File: src/rtl/div_result_bcd_converter.sv
// div_result_bcd_converter: converts a divider quotient/remainder pair to
// packed BCD using iterative double-dabble, both operands in parallel.
// One pair per transaction, valid/ready on both sides.
module div_result_bcd_converter #(
  parameter int unsigned WIDTH  = 32,
  parameter int unsigned DIGITS = 10
) (
  input  logic                  clk,
  input  logic                  rst,
  input  logic                  in_valid,
  output logic                  in_ready,
  input  logic [WIDTH-1:0]      quation,
  input  logic [WIDTH-1:0]      remainder,
  output logic                  out_valid,
  input  logic                  out_ready,
  output logic [4*DIGITS-1:0]   quo_bcd,
  output logic [4*DIGITS-1:0]   rem_bcd,
  output logic                  busy
);

  localparam int unsigned BCDW = 4 * DIGITS;
  localparam int unsigned CNTW = $clog2(WIDTH + 1);
  localparam logic [CNTW-1:0] LAST_CNT = CNTW'(WIDTH - 1);

  typedef enum logic [1:0] {
    IDLE  = 2'd0,
    SHIFT = 2'd1,
    DONE  = 2'd2
  } state_t;

  state_t state, state_n;

  logic [CNTW-1:0]  cnt;
  logic [WIDTH-1:0] quo_bin, rem_bin;
  logic [BCDW-1:0]  quo_acc, rem_acc;

  logic [WIDTH-1:0] quo_bin_n, rem_bin_n;
  logic [BCDW-1:0]  quo_adj, rem_adj;
  logic [BCDW-1:0]  quo_acc_n, rem_acc_n;

  logic accept;
  logic last_shift;

  // Add 3 to every BCD digit that is 5 or more, so the following shift
  // carries correctly into the next decimal digit.
  function automatic logic [BCDW-1:0] add3(input logic [BCDW-1:0] v);
    logic [BCDW-1:0] r;
    r = v;
    for (int i = 0; i < int'(DIGITS); i++) begin
      if (v[4*i +: 4] >= 4'd5) begin
        r[4*i +: 4] = v[4*i +: 4] + 4'd3;
      end
    end
    return r;
  endfunction

  // Ready only while idle and never while reset is asserted.
  assign in_ready   = (state == IDLE) && !rst;
  assign accept     = (state == IDLE) && in_valid;
  assign last_shift = (state == SHIFT) && (cnt == LAST_CNT);

  // One double-dabble step for both operands: correct, then shift {bcd,bin} left.
  always_comb begin
    quo_adj   = add3(quo_acc);
    rem_adj   = add3(rem_acc);
    quo_acc_n = {quo_adj[BCDW-2:0], quo_bin[WIDTH-1]};
    rem_acc_n = {rem_adj[BCDW-2:0], rem_bin[WIDTH-1]};
    quo_bin_n = {quo_bin[WIDTH-2:0], 1'b0};
    rem_bin_n = {rem_bin[WIDTH-2:0], 1'b0};
  end

  // State register.
  always_ff @(posedge clk) begin
    if (rst) begin
      state <= IDLE;
    end else begin
      state <= state_n;
    end
  end

  // Next-state logic.
  always_comb begin
    state_n = state;
    case (state)
      IDLE: begin
        if (in_valid) begin
          state_n = SHIFT;
        end
      end
      SHIFT: begin
        if (cnt == LAST_CNT) begin
          state_n = DONE;
        end
      end
      DONE: begin
        if (out_ready) begin
          state_n = IDLE;
        end
      end
      default: state_n = IDLE;
    endcase
  end

  // Registered status flags, aligned with the state they describe.
  always_ff @(posedge clk) begin
    if (rst) begin
      out_valid <= 1'b0;
      busy      <= 1'b0;
    end else begin
      out_valid <= (state_n == DONE);
      busy      <= (state_n == SHIFT);
    end
  end

  // Shift counter: cleared on accept, advanced once per shift edge.
  always_ff @(posedge clk) begin
    if (rst) begin
      cnt <= '0;
    end else if (accept) begin
      cnt <= '0;
    end else if (state == SHIFT) begin
      cnt <= cnt + CNTW'(1);
    end
  end

  // Binary shifters and BCD accumulators.
  always_ff @(posedge clk) begin
    if (rst) begin
      quo_bin <= '0;
      rem_bin <= '0;
      quo_acc <= '0;
      rem_acc <= '0;
    end else if (accept) begin
      quo_bin <= quation;
      rem_bin <= remainder;
      quo_acc <= '0;
      rem_acc <= '0;
    end else if (state == SHIFT) begin
      quo_bin <= quo_bin_n;
      rem_bin <= rem_bin_n;
      quo_acc <= quo_acc_n;
      rem_acc <= rem_acc_n;
    end
  end

  // Result registers: written only by the final shift, held otherwise.
  always_ff @(posedge clk) begin
    if (rst) begin
      quo_bcd <= '0;
      rem_bcd <= '0;
    end else if (last_shift) begin
      quo_bcd <= quo_acc_n;
      rem_bcd <= rem_acc_n;
    end
  end

endmodule

File: config.mk
export PLATFORM = sky130hd
export DESIGN_NAME = div_result_bcd_converter
export DESIGN_NICKNAME = d
export VERILOG_FILES = /design/src/rtl/div_result_bcd_converter.sv
export SDC_FILE = /design/constraint.sdc
export NUM_CORES = 1
export LEC_CHECK = 0
export CAP_MARGIN = 10
export CORE_MARGIN = 10
export CORE_UTILIZATION = 49
export CTS_CLUSTER_DIAMETER = 50
export DETAILED_ROUTE_END_ITERATION = 10
export GPL_TIMING_DRIVEN = 0
export PLACE_DENSITY = 0.76
export SYNTH_ARGS = -nofsm -noshare
export SYNTH_HDL_FRONTEND = slang
export SYNTH_SLANG_ARGS = --single-unit
File: constraint.sdc
create_clock -name clk -period 1.5 [get_ports clk]
set_input_delay 0.3 -clock clk [delete_from_list [all_inputs] [get_ports clk]]
set_output_delay 0.3 -clock clk [all_outputs]
set_load 0.02 [all_outputs]
==> run_results.csv, run 1 <==
group,metric,value,unit
yosys,ys_async_sr_fraction,0,
pwr,switchingPower,3.90,mW
routing,routedWlPerCell,20.4,um
yosys,synth_nets,1230,
yosys,synth_top_family_by_area,"compound AO/OA/AOI/OAI gates",
pwr,power.density,1070,mW/mm^2
yosys,synth.most_common_cell,"dfxtp_1",
setup_path,r2r-end,"rem_acc[13]",
timing,period_share,1.09,
clocking,cts_tree,"built",
yosys,synth_edf_count,0,
finish,diodes,0,
routing,drc,0,
yosys,synth_top_cell_by_area,"dfxtp_1",
placed_design,dp_hpwl,19800,um
placed_design,place_area,0.0119,mm^2
timing,setup_viol,148,
finish,utilization,0.704,
yosys,ys_ff_latch,234,
floorplan,die_area,0.0266,mm^2
yosys,synth.top_cell.area_share,0.466,
timing,hold_viol,0,
clocking,htree_levels,1,
floorplan,start_util,0.496,
worst_hold_path,hold_end,"quo_bin[0]",
setup_path,start_kind,"flip-flop",
setup_path,reg2reg_slack,-140,ps
floorplan,coreArea,0.0202,mm^2
routing,routed_wl,33300,um
timing,period_minus_slack,1640,ps
run_status,violations,"setup timing",
timing,worst_slew_pin_slew,846,ps
finish,final_area,0.0142,mm^2
yosys,avgSynthCellArea,8.96,um^2
clocking,clk_pin_slew,60,ps
pwr,power,15.3,mW
yosys,ys_seq_area_frac,0.466,
finish,area_growth,41.8,%
run_status,status,"complete, but fails checks",
setup_path,crit_type,"reg2reg",
floorplan,io_pins,151,
yosys,synth_common_cells,"dfxtp_1 (234), a21oi_1 (144), nand2_1 (93), nor2_1 (72)",
yosys,synthAdderAreaFrac,0.0511,
floorplan,rows,52,
routing,final_antenna_net_count,0,
finish,final_cells,1628,
clocking,root_buffer,"clkbuf_16",
timing,skew,11.2,ps
clocking,cts_buffers,27,
yosys,synthCells,1121,
timing,setup_ws,-139,ps
clocking,clock-sinks,234,
yosys,synthSimpleGateAreaFrac,0.148,
clocking,cts_hold_buf,0,
routing,drt_iter0_drc,922,
flow_run,cap_violations,0,
global_routing,grt_max_degree,14,
yosys,synth_ff_type,"dfxtp_1",
setup_path,required,1910,ps
worst_hold_path,hp-start,"quation[0]",
pwr,ir_drop,733,uV
finish,ff_latch_area,0.00472,mm^2
worst_hold_path,hold-path-cell-count,3,
pwr,power_frac_clock,0.443,
setup_path,crit_fanout,5,
yosys,synthTopCellsByArea,"dfxtp_1 (47%), a21oi_1 (7.2%), ha_1 (5.1%), a22oi_1 (4.6%), nand2b_1 (3.9%)",
pwr,p_int,11.4,mW
finish,drive_above_1_share,0.301,
placed_design,gp_congestion,0.842,
timing,rsz0062_at_grt,"yes",
finish,fin_nets,1449,
routing,dr.pass1.iters,5,
floorplan,die_x,163,um
yosys,synth_compound_area_frac,0.237,
setup_path,reg2reg_depth,8,
global_routing,track_usage,0.218,
setup_path,r2r_start,"state[1]",
clocking,clk_path_buf_depth,3,
global_routing,antenna_found_initial,0,
setup_path,end_kind,"flip-flop",
timing,drv_slew,0,
setup_path,critPathArrivalTime,2050,ps
yosys,synth-xor-area-share,0.0218,
pwr,p_comb_frac,0.125,
pwr,p_seq_frac,0.432,
finish,multi_input_area,0.00551,mm^2
timing,fmax,610,MHz
yosys,muxShareOfSynthArea,0.0244,
finish,fillers,1433,
yosys,ys_warn_count,0,
timing,maxSlewHeadroom,0.436,
global_routing,grt_pass1_wl,48100,um
global_routing,grt_pass1_vias,9400,
pwr,p_leak,5.12,nW
clocking,clkLatencyLatePin,530,ps
worst_hold_path,hold_class,"in2reg",
pwr,sw_frac_of_total,0.255,
placed_design,io_buffers,149,
placed_design,placedCellCount,1540,
routing,vias,9629,
floorplan,die_y,163,um
routing,viasPerCell,5.91,
yosys,netlist_area,0.0100,mm^2
global_routing,overflow,0,
yosys,synth.distinct_cells,31,
[final cells by class]
class	instances	share of cell area
Buffer	78	0.0533
Clock buffer	35	0.0531
Clock inverter	12	0.0105
Inverter	40	0.0105
Multi-Input combinational cell	766	0.387
Sequential cell	234	0.331
Tap cell	270	0.0237
Timing Repair Buffer	193	0.131
[kinds of logic after synthesis]
kind of cell | after synthesis
compound gates | 380
xor+xnor | 25
fa+ha+maj | 41
buf+inv | 121
flops | 234
mux | 22
simple gates | 298
[registers in the layout, summed over array words and instances, names as in the netlist]
name and flops:
quo_bin 32, quo_bcd 40, quo_acc 40, cnt 6, state 2, rem_acc 40, rem_bcd 40, busy 1
rem_bin 32, out_valid 1
[cells in the final DEF (no fill, tap or decap), types with 16 or more instances in the layout]
cell             instances
dfxtp_2                 23
a21oi_1                118
inv_1                   36
buf_2                   16
dfxtp_1                210
clkbuf_2                45
nand2_1                 92
a211oi_1                20
nand2b_1                56
buf_8                   19
nor2_1                  59
clkbuf_16               33
a22oi_1                 42
mux2_4                  16
nand3_1                 16
a21oi_2                 24
clkdlybuf4s50_1         66
nor3b_1                 32
a22oi_2                 20
buf_4                   34
ha_1                    27
xnor2_1                 17
o22ai_1                 53
o21ai_0                 40
clkdlybuf4s15_1         22
a211oi_2                38
[worst max-delay path: stages (launching register included)]
cell and delay [ps]:
dfxtp_4 350, buf_12 120, nor3b_4 280, buf_4 190
nor2_4 50, buf_8 160, clkbuf_16 160, nand3_1 90
o21ai_0 100
[layer usage]
layer  vias up  GRT usage  part of all wire
li1       4434          -                 -
met1      4591      0.255              0.39
met2       511      0.364              0.48
met3        93     0.0634              0.10
met4         0     0.0930             0.030
met5         -          0                 0
[worst max-delay path by stage]
stage                          start          end  cells past startpoint
final                       state[1]  rem_acc[13]                      8
after global routing        state[1]  rem_acc[13]                      8
after CTS                   state[1]  rem_acc[17]                      7
after detailed placement         rst     in_ready                      5
after global placement           rst     in_ready                      5
after floorplan           quo_acc[9]  quo_bcd[10]                      6
[power groups by stage]
stage	clock network, mW	logic (mW)	registers (mW)
finish	6.76	1.91	6.61
global route	7.02	2.03	6.62
CTS	6.75	1.59	6.58
detailed placement	0	1.41	6.70
global placement	0	1.38	6.70
floorplan	0	0.912	6.67
[repair_timing]
item	CTS	global route
pin swaps	46	59
setup endpoints to repair	313	284
resized for setup	383	232
buffers inserted	27	9
gates cloned	6	6
[through the flow]
step,setup TNS [ps],worst slack [ps],hold slack (ps)
3_5_place_dp,-121700,-1120,446
5_1_grt,-18030,-199,388
4_1_cts,-5020,-87.6,343
6_report,-8150,-139,364
3_3_place_gp,-117820,-1110,442
2_1_floorplan,0,37.3,436
Note: power is estimated with default switching activity, not from simulation.
==> run 2, diff against run 1 <==
--- a/config.mk
+++ b/config.mk
@@ -6,12 +6,13 @@
 export NUM_CORES = 1
 export LEC_CHECK = 0
 export CAP_MARGIN = 10
+export CORE_ASPECT_RATIO = 0.5
 export CORE_MARGIN = 10
-export CORE_UTILIZATION = 49
+export CORE_UTILIZATION = 54
 export CTS_CLUSTER_DIAMETER = 50
 export DETAILED_ROUTE_END_ITERATION = 10
 export GPL_TIMING_DRIVEN = 0
-export PLACE_DENSITY = 0.76
+export PLACE_DENSITY = 0.8
 export SYNTH_ARGS = -nofsm -noshare
 export SYNTH_HDL_FRONTEND = slang
 export SYNTH_SLANG_ARGS = --single-unit
==> constraint.sdc (replaced) <==
create_clock -name clk -period 1.63 [get_ports clk]
set_input_delay 0.326 -clock clk [delete_from_list [all_inputs] [get_ports clk]]
set_output_delay 0.326 -clock clk [all_outputs]
set_load 0.02 [all_outputs]
==> run 2 against run 1 <==
  * The run now ends clean
  * Hold slack gained 65 ps
  * Wire length down 10%
  * Non-clock buffer count is 31 lower
  * Critical path type unchanged
  * Critical endpoint is now quo_bcd[33]
  * Highest routed layer unchanged
==> run_results.csv, run 2 (same netlist as run 1, synthesis figures left out) <==
group,metric,value,unit
timing,drv_slew,0,
clocking,htree_levels,1,
setup_path,start_kind,"flip-flop",
clocking,clk_path_buf_depth,3,
global_routing,grt_pass1_wl,46300,um
timing,hold_viol,0,
setup_path,crit_type,"reg2reg",
placed_design,gp_congestion,0.842,
routing,wl_met3,2440,um
global_routing,grt_pass1_vias,9187,
setup_path,required,2000,ps
setup_path,critPathArrivalTime,1980,ps
pwr,p_leak,4.78,nW
pwr,switchingPower,3.10,mW
placed_design,io_buffers,149,
finish,layout_commonest_cell,"dfxtp_1",
clocking,clock-sinks,234,
routing,routed_wl,29800,um
routing,highest_layer,"met4",
timing,setup_viol,0,
flow_run,cap_violations,0,
routing,drc,0,
routing,vias,9287,
global_routing,antenna_found_initial,0,
timing,worst_slew_pin_slew,800,ps
floorplan,die_y,116,um
finish,drive_above_1_share,0.148,
timing,tns,0,ps
pwr,sw_frac_of_total,0.251,
floorplan,io_pins,151,
worst_hold_path,hold_class,"in2reg",
clocking,clk_pin_slew,70,ps
clocking,cts_buffers,21,
timing,period_share,0.992,
pwr,p_int,9.25,mW
timing,period_minus_slack,1620,ps
pwr,power_frac_clock,0.392,
pwr,ir_drop,783,uV
pwr,p_seq_frac,0.491,
clocking,cts_tree,"built",
floorplan,rows,35,
finish,utilization,0.697,
routing,drt_iter0_drc,744,
finish,area_growth,27.3,%
pwr,p_comb_frac,0.117,
routing,wl_met1,12300,um
routing,final_antenna_net_count,0,
routing,viasPerCell,5.97,
finish,final_cell_mix,"dfxtp_1 (223), a21oi_1 (124), nand2_1 (93)",
routing,dr.pass1.iters,5,
global_routing,grt_max_degree,16,
setup_path,crit_fanout,4,
routing,dr_wl_met2,14200,um
routing,routedWlPerCell,19.2,um
pwr,power.density,965,mW/mm^2
setup_path,end_kind,"flip-flop",
clocking,clkLatencyLatePin,510,ps
placed_design,dp_hpwl,20700,um
floorplan,die_area,0.0248,mm^2
clocking,root_buffer,"clkbuf_16",
timing,skew,21.6,ps
global_routing,overflow,0,
pwr,power,12.3,mW
floorplan,coreArea,0.0183,mm^2
run_status,status,"finished clean",
timing,maxSlewHeadroom,0.467,
timing,fmax,618,MHz
finish,diodes,0,
finish,fin_nets,1412,
floorplan,start_util,0.547,
floorplan,die_x,213,um
finish,fillers,1449,
global_routing,track_usage,0.229,
## run 2: worst paths after layout
| check | start | depth (start not counted) | slack (ps) | endpoint |
|---|---|---|---|---|
| worst min register to register | rem_bin[1] | 2 | 450 | rem_bin[1] |
| worst max register to register | quo_acc[32] | 7 | 10 | quo_bcd[33] |
| worst min-delay path | quation[0] | 3 | 430 | quo_bin[0] |
| worst max-delay path | quo_acc[32] | 7 | 10 | quo_bcd[33] |
## run 2: layout make-up
type                            count  area [um^2]  area share
Clock inverter                      3         42.5     0.00333
Clock buffer                       32          607      0.0474
Tap cell                          240          300      0.0235
Sequential cell                   234         4700       0.367
Timing Repair Buffer              159         1460       0.114
Inverter                           40          150      0.0117
Buffer                             81          520      0.0407
Multi-Input combinational cell    766         5010       0.392
## run 2: worst max-delay path: stages (launching register included)
cell and delay [ps]:
dfxtp_1 410, inv_1 100, ha_1 260, nand2b_4 90, a21oi_2 60, buf_4 140, xnor2_1 270, o22ai_1 140
## run 2: layer usage
layer | up-vias | GRT usage
met4 | 0 | 0.0917
met3 | 67 | 0.0509
met1 | 4514 | 0.279
met2 | 371 | 0.389
li1 | 4335 | -
met5 | - | 0
## run 2: what timing repair did
action,4_1_cts,5_1_grt
pin swaps,1,18
hold buffers,0,0
gates resized for setup,142,75
setup endpoints to repair,303,187
endpoints found under the hold margin,0,0
buffers inserted,1,9
## run 2: stage by stage
step           setup slack [ps]  hold slack, ps  cell area [um^2]  cells
4_1_cts                   -10.1             413             12500   1546
3_3_place_gp               -934             441             11800   1510
3_5_place_dp               -950             446             11800   1510
5_1_grt                   -43.4             452             12800   1555
6_report                   13.0             429             12800   1555
2_1_floorplan               128             436             10100   1121
## run 2: power by group through the flow
stage | Combinational [mW] | Sequential [mW] | Clock, mW
3_5_place_dp | 1.30 | 6.17 | 0
2_1_floorplan | 0.839 | 6.14 | 0
3_3_place_gp | 1.25 | 6.16 | 0
5_1_grt | 1.57 | 6.08 | 5.13
6_report | 1.44 | 6.06 | 4.84
4_1_cts | 1.35 | 6.05 | 4.89
